$ cat src/rtl/optflow_pkg.sv
// optflow_pkg
//   Shared types and default sizing for the optical-flow refinement control
//   blocks.
//   - warp_ctrl_state_e : iteration sequencer states. IDLE is encoded as 0, so
//                         a cleared state register reads as IDLE.
//   - DEF_*             : default parameter values for warp_iter_ctrl and
//                         watchdog_timer.
package optflow_pkg;

  typedef enum logic [2:0] {
    IDLE      = 3'd0,
    FLOW_GO   = 3'd1,
    FLOW_WAIT = 3'd2,
    WARP_GO   = 3'd3,
    WARP_WAIT = 3'd4,
    SWAP      = 3'd5,
    FINISH    = 3'd6
  } warp_ctrl_state_e;

  localparam int DEF_MAX_ITERS      = 8;
  localparam int DEF_ITER_WIDTH     = 4;
  // A full 160x120 warp takes about 160*120*14 cycles, so this leaves headroom.
  localparam int DEF_TIMEOUT_CYCLES = 1000000;
  localparam int DEF_TMR_WIDTH      = 20;

endpackage

$ cat src/rtl/watchdog_timer.sv
// watchdog_timer
//   Per-stage cycle counter. It counts while en is high and flags expiry on the
//   cycle in which the count reaches TIMEOUT_CYCLES-1. A stage that is still
//   waiting therefore gets TIMEOUT_CYCLES wait cycles before it is declared dead.
// Ports
//   clk     in  system clock
//   rst     in  synchronous active-high reset (count -> 0)
//   clr     in  restart the count from 0 (issued when a stage is launched)
//   en      in  count this cycle (high while a stage is awaited)
//   expired out high on the final permitted wait cycle (combinational from count)
module watchdog_timer
  import optflow_pkg::*;
#(
  parameter int TMR_WIDTH      = DEF_TMR_WIDTH,
  parameter int TIMEOUT_CYCLES = DEF_TIMEOUT_CYCLES
) (
  input  logic clk,
  input  logic rst,
  input  logic clr,
  input  logic en,
  output logic expired
);

  localparam logic [TMR_WIDTH-1:0] LIMIT = TMR_WIDTH'(TIMEOUT_CYCLES - 1);

  logic [TMR_WIDTH-1:0] count;

  // Expiry is qualified with en so that a count left over in idle states
  // never reaches the controller.
  assign expired = en && (count == LIMIT);

  always_ff @(posedge clk) begin
    if (rst || clr) begin
      count <= '0;
    end else if (en && !expired) begin
      count <= count + 1'b1;
    end
  end

endmodule

$ cat src/rtl/warp_iter_ctrl.sv
// warp_iter_ctrl
//   Sequences iterative flow refinement. Each iteration launches the flow
//   estimator, waits for it to finish, launches frame_warper, waits for it to
//   finish, and then flips the ping-pong bank select. This repeats for
//   min(num_iters, MAX_ITERS) iterations. A watchdog guards each wait, and an
//   abort input cancels the run.
// Ports
//   clk, rst     clock and synchronous active-high reset
//   start        run request; acted on only in IDLE
//   abort        cancel the run from any state (takes priority over everything)
//   num_iters    iteration count, latched when a start is accepted
//   busy         run in progress
//   done         1-cycle pulse at the end of a run (normal or watchdog)
//   error        sticky watchdog flag, cleared by the next accepted start
//   iter_count   iterations completed in the current or last run
//   buf_sel      ping-pong bank. Engines read bank buf_sel and warp writes ~buf_sel.
//   flow_start   1-cycle launch pulse to the flow estimator
//   flow_done    flow estimator completion pulse
//   warp_start   1-cycle launch pulse to frame_warper
//   warp_done    frame_warper completion pulse
//   state_dbg    current sequencer state (warp_ctrl_state_e encoding)
//
// Handshake: every launch and completion signal is a single-cycle pulse with
// no back-pressure. An engine is launched by exactly one *_start cycle, and its
// *_done pulse counts only while the controller sits in the matching *_WAIT
// state. At any other time the pulse is dropped without effect.
module warp_iter_ctrl
  import optflow_pkg::*;
#(
  parameter int MAX_ITERS      = DEF_MAX_ITERS,
  parameter int ITER_WIDTH     = DEF_ITER_WIDTH,
  parameter int TIMEOUT_CYCLES = DEF_TIMEOUT_CYCLES,
  parameter int TMR_WIDTH      = DEF_TMR_WIDTH
) (
  input  logic                  clk,
  input  logic                  rst,
  input  logic                  start,
  input  logic                  abort,
  input  logic [ITER_WIDTH-1:0] num_iters,
  output logic                  busy,
  output logic                  done,
  output logic                  error,
  output logic [ITER_WIDTH-1:0] iter_count,
  output logic                  buf_sel,
  output logic                  flow_start,
  input  logic                  flow_done,
  output logic                  warp_start,
  input  logic                  warp_done,
  output logic [2:0]            state_dbg
);

  localparam logic [ITER_WIDTH-1:0] MAX_T = ITER_WIDTH'(MAX_ITERS);

  warp_ctrl_state_e      state;
  logic [ITER_WIDTH-1:0] target;
  logic [ITER_WIDTH-1:0] target_req;
  logic [ITER_WIDTH-1:0] iter_next;
  logic                  wd_clr;
  logic                  wd_en;
  logic                  wd_expired;

  assign target_req = (num_iters > MAX_T) ? MAX_T : num_iters;
  assign iter_next  = iter_count + 1'b1;
  assign state_dbg  = state;

  // The watchdog restarts on every launch and runs only while a stage is awaited.
  assign wd_clr = (state == FLOW_GO) || (state == WARP_GO);
  assign wd_en  = (state == FLOW_WAIT) || (state == WARP_WAIT);

  watchdog_timer #(
    .TMR_WIDTH      (TMR_WIDTH),
    .TIMEOUT_CYCLES (TIMEOUT_CYCLES)
  ) u_watchdog (
    .clk     (clk),
    .rst     (rst),
    .clr     (wd_clr),
    .en      (wd_en),
    .expired (wd_expired)
  );

  // The outputs are loaded on the same edge as the state they belong to, so
  // flow_start/warp_start/done are high exactly during FLOW_GO/WARP_GO/FINISH.
  always_ff @(posedge clk) begin
    if (rst) begin
      state      <= IDLE;
      target     <= '0;
      busy       <= 1'b0;
      done       <= 1'b0;
      error      <= 1'b0;
      iter_count <= '0;
      buf_sel    <= 1'b0;
      flow_start <= 1'b0;
      warp_start <= 1'b0;
    end else begin
      done       <= 1'b0;
      flow_start <= 1'b0;
      warp_start <= 1'b0;
      if (abort) begin
        // error, iter_count and buf_sel keep their values for post-mortem.
        state <= IDLE;
        busy  <= 1'b0;
      end else begin
        case (state)
          IDLE: begin
            if (start) begin
              target     <= target_req;
              iter_count <= '0;
              error      <= 1'b0;
              busy       <= 1'b1;
              if (target_req == '0) begin
                state <= FINISH;
                done  <= 1'b1;
              end else begin
                state      <= FLOW_GO;
                flow_start <= 1'b1;
              end
            end
          end
          FLOW_GO: state <= FLOW_WAIT;
          FLOW_WAIT: begin
            // A completion that lands on the expiry cycle still counts.
            if (flow_done) begin
              state      <= WARP_GO;
              warp_start <= 1'b1;
            end else if (wd_expired) begin
              state <= FINISH;
              error <= 1'b1;
              done  <= 1'b1;
            end
          end
          WARP_GO: state <= WARP_WAIT;
          WARP_WAIT: begin
            if (warp_done) begin
              state <= SWAP;
            end else if (wd_expired) begin
              state <= FINISH;
              error <= 1'b1;
              done  <= 1'b1;
            end
          end
          SWAP: begin
            // The freshly written bank becomes the read bank for the next pass.
            buf_sel    <= ~buf_sel;
            iter_count <= iter_next;
            if (iter_next == target) begin
              state <= FINISH;
              done  <= 1'b1;
            end else begin
              state      <= FLOW_GO;
              flow_start <= 1'b1;
            end
          end
          FINISH: begin
            state <= IDLE;
            busy  <= 1'b0;
          end
          default: begin
            state <= IDLE;
            busy  <= 1'b0;
          end
        endcase
      end
    end
  end

endmodule

$ cat config.mk
export PLATFORM = sky130hd
export DESIGN_NAME = warp_iter_ctrl
export DESIGN_NICKNAME = d
export VERILOG_FILES = /design/src/rtl/optflow_pkg.sv /design/src/rtl/watchdog_timer.sv /design/src/rtl/warp_iter_ctrl.sv
export SDC_FILE = /design/constraint.sdc
export NUM_CORES = 1
export LEC_CHECK = 0
export ABC_AREA = 0
export CAP_MARGIN = 20
export CORE_ASPECT_RATIO = 0.7
export CORE_UTILIZATION = 50
export CTS_BUF_LIST = sky130_fd_sc_hd__clkbuf_8
export DETAILED_ROUTE_END_ITERATION = 12
export PLACE_DENSITY = 0.75
export RECOVER_POWER = 50
export SYNTH_ARGS = -nofsm -noshare
export SYNTH_HDL_FRONTEND = slang
export SYNTH_HIERARCHICAL = 1
export SYNTH_SLANG_ARGS = --single-unit
$ cat constraint.sdc
create_clock -name clk -period 6.8 [get_ports clk]
set_input_delay 0.68 -clock clk [delete_from_list [all_inputs] [get_ports clk]]
set_output_delay 0.68 -clock clk [all_outputs]
set_load 0.01 [all_outputs]
Yosys cells after proc, flatten, opt, wreduce, memory -nomap -nowiden
Cells that the tools add are included.
{"block": "classes", "n_addsub": 2, "order_cmp": 1, "n_eq_ne": 10, "mux": 29, "bitwise_logic": 4, "n_reduce_logical": 18}
{"operator": "$add A20 B1 Y20 const B", "count": 1}
{"operator": "$eq A20 B20 Y1 const B", "count": 1}
{"operator": "$mux W3", "count": 6}
{"operator": "$pmux W3 S6", "count": 1}
{"operator": "$mux W1", "count": 15}
{"operator": "$mux W4", "count": 2}
{"operator": "$pmux W4 S2", "count": 1}
{"operator": "$eq A3 B2 Y1 const B", "count": 2}
{"operator": "$eq A3 B3 Y1 const B", "count": 2}
{"operator": "$ne A2 B2 Y1 const B", "count": 3}
{"operator": "$reduce_and A3 Y1", "count": 2}
{"operator": "$reduce_and A5 Y1", "count": 1}
{"operator": "$reduce_or A5 Y1", "count": 1}
{"operator": "$add A4 B1 Y4 const B", "count": 1}
{"operator": "$eq A4 B4 Y1", "count": 1}
{"operator": "$gt A4 B4 Y1 const B", "count": 1}
{"operator": "$logic_not A4 Y1", "count": 1}
{"operator": "$not A1 Y1", "count": 4}
{"operator": "$pmux W1 S2", "count": 2}
{"operator": "$pmux W1 S4", "count": 1}
{"operator": "$reduce_and A2 Y1", "count": 2}
{"operator": "$eq A3 B1 Y1 const B", "count": 1}
{"operator": "$logic_not A3 Y1", "count": 1}
{"operator": "$logic_or A1 B1 Y1", "count": 3}
{"operator": "other kinds (7)", "count": 8}
{"block": "totals", "ff_bits": 37, "inputBits": 10, "out_inout_bits": 13, "elab_cells": 74}

Longest topological paths before layout
Gate-level depths: netlist of run 1.
{"block": "depth", "word_depth": 6, "mapped_depth": 9, "mapped_depth_nobuf": 8}

Modules after synthesis
The synthesis of run 1 kept the hierarchy.
{"mod": "watchdog_timer", "instances": 1, "cells_per_inst": 128, "area_each_um2": 1086.0}
{"mod": "warp_iter_ctrl", "instances": 1, "cells_per_inst": 112, "area_each_um2": 950.9}

Worst setup path after synthesis of run 1
Ideal clock, no wire load.
{"block": "synth_timing", "path_type": "flip-flop to flip-flop", "startpoint": "register state[1] (netlist: state_dbg[1])", "endpoint": "register u_watchdog.count[19]", "arrival_time_ns": 2.180, "setup_slack_ns": 4.549, "stages_incl_launch_ff": 9, "n_path_buf": 2, "synth_period_minus_slack_ns": 2.251, "path_cell_list": "dfxtp_1 -> clkbuf_1 -> clkbuf_1 -> xnor2_1 -> nor2_1 -> and2_1 -> nand3_2 -> or4_1 -> a21oi_1"}
{"block": "synth_via", "elab_chain_len": 5, "word_cells_on_any_way": 10, "cone_classes": "eq/ne: 4; reduce/logical: 6"}
{"element": "from (decl)", "line": "warp_iter_ctrl.sv:54", "source": "warp_ctrl_state_e state;"}
{"element": "from (signal assigned)", "line": "warp_iter_ctrl.sv:85", "source": "state <= IDLE;"}
{"element": "from (signal assigned)", "line": "warp_iter_ctrl.sv:100", "source": "state <= IDLE;"}
{"element": "from (signal assigned)", "line": "warp_iter_ctrl.sv:111", "source": "state <= FINISH;"}
{"element": "$eq A3 B2 Y1 or $eq A3 B3 Y1 (tied branches)", "line": "warp_iter_ctrl.sv:68", "source": "assign wd_en = (state == FLOW_WAIT) || (state == WARP_WAIT);"}
{"element": "$logic_or A1 B1 Y1 (*)", "line": "warp_iter_ctrl.sv:68"}
{"element": "via wd_en", "line": "warp_iter_ctrl.sv:59", "source": "logic wd_en;"}
{"element": "$logic_and A1 B1 Y1", "line": "watchdog_timer.sv:30", "source": "assign expired = en && (count == LIMIT);"}
{"element": "$logic_not A1 Y1", "line": "watchdog_timer.sv:35", "source": "end else if (en && !expired) begin"}
{"element": "$logic_and A1 B1 Y1 (*)", "line": "watchdog_timer.sv:35"}
{"element": "to (signal assigned)", "line": "watchdog_timer.sv:36", "source": "count <= count + 1'b1;"}
{"element": "to (decl)", "line": "watchdog_timer.sv:26", "source": "logic [TMR_WIDTH-1:0] count;"}
Mark *: on every way through the listed nets, which the timed path passes. The rest lies on a longest branch.
A chain may end at the register's enable or synchronous reset.

Worst setup path after layout of run 1
{"block": "layout_timing", "startpoint": "input port start", "endpoint": "register target[3]"}
{"block": "layout_via", "elab_chain_len": 1}
{"element": "from (decl)", "line": "warp_iter_ctrl.sv:37", "source": "input logic start,"}
{"element": "$reduce_and A3 Y1 (no source line)"}
{"element": "to (signal assigned)", "line": "warp_iter_ctrl.sv:106", "source": "target <= target_req;"}
{"element": "to (decl)", "line": "warp_iter_ctrl.sv:55", "source": "logic [ITER_WIDTH-1:0] target;"}
Every way passes these cells.

==> reports/metrics.cfg, run 1 <==
[status]
outcome=finished, final reports clean

[worst_setup_path]
cp_data_arrival_time_ns=2.72
crit_family=simple AND/OR/NAND/NOR gates
cp_max_fo=5
rr_worst_depth=6
crit_path_top_delay_cell=nor4_1
worstSetupEndpointType=flop
reg2reg_to=u_watchdog/count[19]$_SDFFE_PP0P_
max_stage_delay_ns=0.93
crit_buf_inv=1
worstPathCellList=dlygate4sd3_1 > nand2b_1 > nor4_1 > mux2i_1 > nor2_1
start_kind=primary input
crit_required_ns=6.96
reg2reg_setup_slack_ns=4.46
path_class=primary input to flop
r2r-start=state_dbg[2]$_SDFFE_PP0P_

[worst_hold_path]
hold_path_class=flop to flop
min_delay_path_depth=2
hp-start=u_watchdog/count[19]$_SDFFE_PP0P_
worstHoldEndpoint=u_watchdog/count[19]$_SDFFE_PP0P_

[route]
ant_nets=0
routed-via-count=1810
drt-initial-drc-count=137
via_per_inst=5.783
avgRoutedWirePerCell_um=14.19
routed_wl_um=4443
firstDrtPassIters=4
drc_errors=0

[global_routing]
grt-ovfl-total=0
grtUsageMet3_pct=5.455
grt_busiest_layer=met1
antenna_found_initial=0
grt_pass1_vias=1584
use_met1_pct=34.88
grt_use_total_pct=22.23
grt_pass1_wl_um=7583
grt_max_degree=24
grt_util_met2_pct=29.32

[floorplan]
die_y_um=55.40
ioPinCount=23
die_area_um2=4337
rows=19
die_w_um=78.29
start_util_pct=51.93
core_um2=3923

[power]
cellLeakagePower_nw=0.8306
peakVddDrop_uv=111.7
power_density_nw_per_um2=200.9
finalPower_mw=0.4818

[yosys]
ys_types=51
synthCells=240
ys_ff_latch=37
avgSynthCellArea_um2=8.487
synth_ff_type=dfxtp_1
synth_area_leaders=dfxtp_1, mux2i_1, a21oi_1
synth_edf_count=0
synth_largest_area_cell=dfxtp_1
yosysWarnings=6
synthArstFlopShare_pct=0
synth_top_area_share_pct=36.36
synth_area_um2=2037
syn_nets=252
ys_seq_area_share_pct=36.36

[finish]
multi_input_area_um2=1220
layout_common_cells=dfxtp_1, nand2_1, nor2_1
drive_above_1_share_pct=6.130
antenna_cells=0
fin_nets=272
register_area_um2=740.7
syn2layout_area_growth_pct=17.75
layout.cells.most_common=dfxtp_1
fill_cells=358

[clocking]
htree_levels=2
clkLatencyLatePin_ns=0.29
cts_buffers=5
root_buffer=clkbuf_8
cts_tree=yes
ctsResizeCount=0
cts_buffer_depth=2
clkTransAtPathRegs_ns=0.08
post-cts-setup-buffers=0
cts_num_sinks=37
holdBufCountCts=0

[timing]
period_share_pct=37.58
finalMaxSlewViolations=0
hold_violations=0
period_minus_slack_ns=2.556
fmax_mhz=391.3
worstMarginPinSlew_ns=1.213
relSlewSlack_pct=18.39
skew_ns=0.003340
whs_ns=0.4903
setup_violations=0
setup_tns_ns=0
rsz0062_at_grt=no

[placement]
io_buffers=22
dp_hpwl_um=3045
gp_congestion=0.8288

[flow_run]
maxCapViolCount=0

cell type report:
cell class                      count  share of cell area, %
Sequential cell                    37                  30.88
Multi-Input combinational cell    189                  50.86
Inverter                            5                 0.7825
Clock buffer                        5                  2.869
Timing Repair Buffer               22                  9.181
Clock inverter                      3                  2.713
Tap cell                           52                  2.713
logic make-up (layout without fill, tap and decap cells):
kind of cell	count (synthesis)	count (layout)	share of synthesized area [%]
and+or+nand+nor	114	114	33.42
muxes	10	10	4.914
adders and majority gates	2	2	1.228
AOI/OAI and AO/OA	52	52	16.34
xor gates and xnor gates	11	11	4.730
buffers and inverters	14	35	3.010
DFF	37	37	36.36
sequential cells by signal, summed over array words and instances, names as in the netlist:
| register | flops |
|---|---|
| warp_start | 1 |
| error | 1 |
| buf_sel | 1 |
| done | 1 |
| busy | 1 |
| target | 4 |
| u_watchdog/count | 20 |
| state_dbg | 3 |
| iter_count | 4 |
| flow_start | 1 |
worst reg2reg max path: stages (launching register included):
cell and delay (ns):
dfxtp_1 0.72, xnor2_1 0.14, nor2_1 0.21, and2_0 0.31
nand3_2 0.24, or4_1 0.51, a21oi_1 0.14
synthesized netlist by cell type (all sizes together) (2+ instances only):
cell,instances
a211oi,5
a21oi,18
a31o,2
a31oi,3
and2,2
and3,2
and4,4
buf,2
clkbuf,7
dfxtp,37
ha,2
inv,5
mux2i,10
nand2,24
nand2b,5
nand3,8
nand3b,5
nand4,5
nor2,23
nor2b,5
nor3,3
nor4,6
nor4bb,3
o21ai,7
o21bai,2
o31ai,6
or3,6
or4,7
xnor2,7
xor2,4
worst max-delay path by stage:
stage                     slack, ns                 startpoint  depth (start not counted)                                 to
after floorplan                4.55  state_dbg[1]$_SDFFE_PP0P_                          8  u_watchdog/count[19]$_SDFFE_PP0P_
after detailed placement       4.18                        rst                          4  u_watchdog/count[16]$_SDFFE_PP0P_
after global placement         4.26                        rst                          4  u_watchdog/count[16]$_SDFFE_PP0P_
after CTS                      4.41  state_dbg[2]$_SDFFE_PP0P_                          1                       state_dbg[2]
after global routing           4.07                      start                          5             target[3]$_SDFFE_PP0P_
final                          4.24                      start                          5             target[3]$_SDFFE_PP0P_
power by group:
group	leakage, nW	switching, mW	internal, mW
registers	0.299	0.00351	0.219
logic	0.464	0.0177	0.0150
clock network	0.0681	0.0810	0.146
total	0.831	0.102	0.380
per-layer routing:
layer  up-vias  wire [um]
met3         7        208
met4         0         48
met5         -          0
met2        42       1736
met1       833       2450
li1        928          -
metrics by stage:
step                      instances  setup slack, ns  utilization (%)  instance area, um2
after floorplan                 240            4.549                -                2037
after global placement          305            4.257            58.12                2280
after detailed placement        305            4.179            58.12                2280
after CTS                       313            4.414            61.53                2414
after global routing            313            4.068            61.15                2399
final                           313            4.244            61.15                2399
Power figures use the tool's default switching activity.
==> inputs of run 2 (changes only) <==
--- a/config.mk
+++ b/config.mk
@@ -11,7 +11,7 @@
 export CORE_UTILIZATION = 50
 export CTS_BUF_LIST = sky130_fd_sc_hd__clkbuf_8
 export DETAILED_ROUTE_END_ITERATION = 12
-export PLACE_DENSITY = 0.75
+export PLACE_DENSITY = 0.78
 export RECOVER_POWER = 50
 export SYNTH_ARGS = -nofsm -noshare
 export SYNTH_HDL_FRONTEND = slang
==> constraint.sdc (replaced) <==
create_clock -name clk -period 2.1 [get_ports clk]
set_input_delay 0.21 -clock clk [delete_from_list [all_inputs] [get_ports clk]]
set_output_delay 0.21 -clock clk [all_outputs]
set_load 0.01 [all_outputs]
==> run 2 against run 1 <==
Against the previous run:
- worst setup slack got worse by 4.1 ns
- first-iteration DRC count increased by 11%
- clock power grew to 3.3 times the previous value
- clock-buffer cell count unchanged
- sequential cell count stayed put
- critical endpoint is now u_watchdog/count[18]$_SDFFE_PP0P_
- largest power group unchanged
==> reports/metrics.cfg, run 2 (synthesis gave the netlist of run 1 again) <==
[worst_setup_path]
crit_required_ns=2.32
worstSetupEndpointType=flop
cp_max_fo=8
cp_data_arrival_time_ns=2.13
path_class=flop to flop
start_kind=flop

[route]
via_per_inst=5.820
ant_nets=0
avgRoutedWirePerCell_um=14.23
drt-initial-drc-count=152
routed-via-count=1874
routed_wl_um=4582
firstDrtPassIters=4
drc_errors=0

[global_routing]
grt_max_degree=23
grt_pass1_wl_um=7790
grt_pass1_vias=1624
grt_use_total_pct=22.87
antenna_found_initial=0
grt-ovfl-total=0

[timing]
worst_slack_ns=0.1901
rsz0062_at_grt=no
worstMarginPinSlew_ns=0.8300
setup_violations=0
skew_ns=0.008250
setup_tns_ns=0
period_share_pct=90.95
hold_violations=0
period_minus_slack_ns=1.910
finalMaxSlewViolations=0
relSlewSlack_pct=44.46
fmax_mhz=523.6

[floorplan]
die_y_um=55.40
start_util_pct=51.93
rows=19
die_w_um=78.29
core_um2=3923
die_area_um2=4337
ioPinCount=23

[flow_run]
maxCapViolCount=0

[placement]
place_ws_ns=0.2098
io_buffers=22
dp_hpwl_um=3168
gp_congestion=0.8539

[status]
outcome=finished, final reports clean

[clocking]
post-cts-setup-buffers=0
cts_tree=yes
holdBufCountCts=0
cts_num_sinks=37
root_buffer=clkbuf_8
cts_buffers=5
clkLatencyLatePin_ns=0.30
htree_levels=2
cts_buffer_depth=2
clkTransAtPathRegs_ns=0.07

[finish]
post-route-util_pct=62.84
drive_above_1_share_pct=9.259
layout_common_cells=dfxtp_1, nand2_1, nor2_1
largest_registers=u_watchdog/count x20, iter_count x4, target x4
layout.cells.most_common=dfxtp_1
top_register=u_watchdog/count
antenna_cells=0
fin_nets=281
largest_reg_flops=20
syn2layout_area_growth_pct=21.01

[power]
finalPower_mw=1.573
cellLeakagePower_nw=0.8653
power_density_nw_per_um2=638.1
peakVddDrop_uv=514.5

[worst_hold_path]
hold_path_class=flop to flop

[run 2: changes by cell type in the layout (fill, tap and decap cells not counted), sizes merged]
cell / delta
buf: +7
clkbuf: +2
clkdlybuf4s50: +3
dlygate4sd3: -3
[run 2: worst paths after layout]
check                                      end                               from  slack, ns  cells after the start
max reg2reg  u_watchdog/count[18]$_SDFFE_PP0P_   u_watchdog/count[0]$_SDFFE_PP0P_       0.19                      5
min reg2reg  u_watchdog/count[19]$_SDFFE_PP0P_  u_watchdog/count[19]$_SDFFE_PP0P_       0.49                      2
min          u_watchdog/count[19]$_SDFFE_PP0P_  u_watchdog/count[19]$_SDFFE_PP0P_       0.49                      2
max          u_watchdog/count[18]$_SDFFE_PP0P_   u_watchdog/count[0]$_SDFFE_PP0P_       0.19                      5
[run 2: per-stage QoR]
stage / cell area (um2) / hold WS [ns] / cells
3_5_place_dp: 2347 / 0.4759 / 314
4_1_cts: 2481 / 0.4862 / 322
2_1_floorplan: 2041 / 0.3572 / 240
5_1_grt: 2465 / 0.5108 / 322
6_report: 2465 / 0.4895 / 322
3_3_place_gp: 2347 / 0.4712 / 314
[run 2: power breakdown]
group	internal (mW)	switching [mW]	total [mW]
Clock	0.472	0.267	0.739
Sequential	0.709	0.00509	0.714
Combinational	0.0549	0.0651	0.120
[run 2: layout make-up]
cell class	instances	area (um2)
Clock inverter	3	65.06
Inverter	5	18.77
Tap cell	52	65.06
Multi-Input combinational cell	189	1225
Sequential cell	37	740.7
Timing Repair Buffer	31	281.5
Fill cell	334	1458
Clock buffer	5	68.82
[run 2: repair_timing]
item / in CTS / in global routing
resized for setup: 0 / 1
endpoints found under the setup margin: 0 / 1
endpoints found under the hold margin: 0 / 0
[run 2: critical path, stage by stage (launching register included)]
cell	delay, ns
dfxtp_1	0.43
ha_1	0.22
nand4_1	0.18
nand2b_1	0.31
or4_1	0.53
a21oi_1	0.17
[run 2: layer usage]
metal,part of all wire (%),wire length [um],GRT usage (%)
met4,0.96,44,7.143
met5,0,0,0
met1,53,2435,34.54
met2,41,1891,31.70
met3,4.6,211,5.455
==> patch (config.mk and constraints of run 2) <==
Change the package constant `DEF_MAX_ITERS` from 8 to 4.
--- a/src/rtl/optflow_pkg.sv
+++ b/src/rtl/optflow_pkg.sv
@@ -17,7 +17,7 @@
     FINISH    = 3'd6
   } warp_ctrl_state_e;
 
-  localparam int DEF_MAX_ITERS      = 8;
+  localparam int DEF_MAX_ITERS      = 4;
   localparam int DEF_ITER_WIDTH     = 4;
   // A full 160x120 warp takes about 160*120*14 cycles, so this leaves headroom.
   localparam int DEF_TIMEOUT_CYCLES = 1000000;
Formal check against the unedited RTL: same outputs for any inputs over 10 cycles, from zero or initial values and one cycle with rst high; that may be too few to reach the edited logic, so the function may still have changed.
==> patch against run 2 <==
  * Combinational power about the same
  * Global-route usage increased by 1.1 points
  * Sequential cell count unchanged
  * Synthesized cell count decreased by 1.7%
  * Clock skew decreased by 4.2 ps
  * Critical path depth increased by 2
  * Total power decreased by 15%
  * Setup slack got worse by 59 ps
  * Area after synthesis decreased by 1.0%
  * Routed wire length increased by 5.7%
  * Cell area decreased by 1.0%
  * Critical path type unchanged
  * Critical endpoint is now error
  * Largest power group is now sequential cells
  * Highest routed layer unchanged
==> patch: results (changes against run 2) <==
Post-synth EDFFs 0 (unchanged); first-pass GRT wire length 7.465 mm (-4.2%); switching power 318.1 µW (-5.8%); port buffer count 22 (unchanged); sequential fraction of the synthesis area 36.75% (+0.38 points); origin of the worst min-delay path error; crit path launch type flip-flop; number of global-route vias before repair 1469 (-9.5%); root buffer cell clkbuf_8; Global Route Usage Sum 23.92% (+1.1 points); share of layout cells above drive strength 1 11.90% (+2.6 points); relative slew slack 61.29% (+17 points); Crit-path slowest cell dfxtp_1; Unique masters post-synth 50 (-2.0%); crit path DAT 2210 ps (+80 ps); WL/cell 15.19 µm (+6.7%); final net count 281 (unchanged); CP max FO 6 (-2); Layout Skew 4.031 ps (-4.219 ps); number of fill cells 309 (-7.5%); GRT met3 Usage 8.525% (+3.1 points); initial antenna violation count 0 (unchanged); post-DP HPWL 3.487 mm (+10%); H-tree depth 2 (unchanged); Area contributors post-synth dfxtp_1 37%, nand2_1 4.8%, a21oi_1 4.7%; post-synthesis net count 248 (-1.6%); Post-synth ARST share 0% (unchanged); Crit Reg-Reg Startpoint u_watchdog/count[16]; first-pass iteration count of the detailed router 4 (unchanged); CP peak stage delay 420 ps (-110 ps); Hold Path Class flip-flop to flip-flop; met1 Use GR 36.16% (+1.6 points); GPL Wtd Cong 0.8674 (+1.6%); Clock transition at path regs 70 ps (about the same); met2 Usage GRT 30.09% (-1.6 points); VDD IR max 0.5559 mV (+8.0%); DR vias 1929 (+2.9%); Clock Latency Late Sink 300 ps (about the same); outcome complete, no violations; largest net degree at the start of global routing 18 (-22%); Initial DRC Count 153 (+0.66%); YS warnings 6 (unchanged); commonest cells in the synthesized netlist 37 x dfxtp_1, 26 x nand2_1, 22 x nor2_1; leakage 0.8741 nW (+1.0%)
-- patch: cell count changes in the layout (fill, tap and decap cells not counted), sizes merged, moves of 3 or more --
cell	run 2	this run
nand3	8	12
buf	7	10
mux2i	10	7
a211oi	5	9
nand3b	5	0
-- patch: final cells by class --
class / count / area (µm²) / area share (%)
multi-input combinational: 185 / 1225 / 50.20
sequential: 37 / 740.7 / 30.36
timing repair buffer: 34 / 302.8 / 12.41
clock buffer: 6 / 82.58 / 3.385
tap: 50 / 62.56 / 2.564
inverter: 6 / 22.52 / 0.9231
clock inverter: 1 / 3.754 / 0.1538
-- patch: per-stage QoR --
step,area [µm²],utilization [%],instances,worst slack (ps)
detailed placement,2347,63.55,311,210.6
global route,2440,66.06,319,-29.01
finish,2440,66.06,319,131.2
floorplan,2017,-,236,74.71
CTS,2434,65.89,318,100.6
global placement,2347,63.55,311,332.9
-- patch: per-layer routing --
layer	share of wire, %	up-vias
li1	-	947
met1	52	905
met2	39	75
met3	7.7	2
met4	0.68	0
met5	0	-
-- patch: final timing paths --
path / depth (start not counted) / slack [ps] / endpoint
max reg2reg: 7 / 130 / error
min: 1 / 470 / error
max: 7 / 130 / error
min reg2reg: 1 / 470 / error
-- patch: worst register-to-register path: stages (launching register included) --
cell	delay, ps
dfxtp_1	420
nor4bb_2	340
and4_1	250
and3_1	200
nor2b_1	180
nand2_1	80
nor4_1	300
o21a_1	150
-- patch: power by group through the flow --
stage	logic [mW]	clock network, mW	registers, mW
final	0.120	0.504	0.713
after global routing	0.129	0.551	0.713
after CTS	0.121	0.515	0.713
after detailed placement	0.120	0	0.729
after global placement	0.119	0	0.729
after floorplan	0.0633	0	0.730
-- patch: kinds of logic (layout without fill, tap and decap cells) --
| kind of cell | count (synthesis) | count (layout) | synth area share, % |
|---|---|---|---|
| simple gates | 110 | 110 | 31.78 |
| compound gates | 55 | 55 | 18.50 |
| flops | 37 | 37 | 36.75 |
| buf+inv | 14 | 47 | 2.793 |
| xor+xnor | 11 | 11 | 5.462 |
| mux | 7 | 7 | 3.476 |
| fa+ha+maj | 2 | 2 | 1.241 |
-- patch: what timing repair did --
| item | 4_1_cts | 5_1_grt |
|---|---|---|
| buffers inserted | 0 | 1 |
| resized for setup | 0 | 1 |
| endpoints found under the setup margin | 0 | 1 |
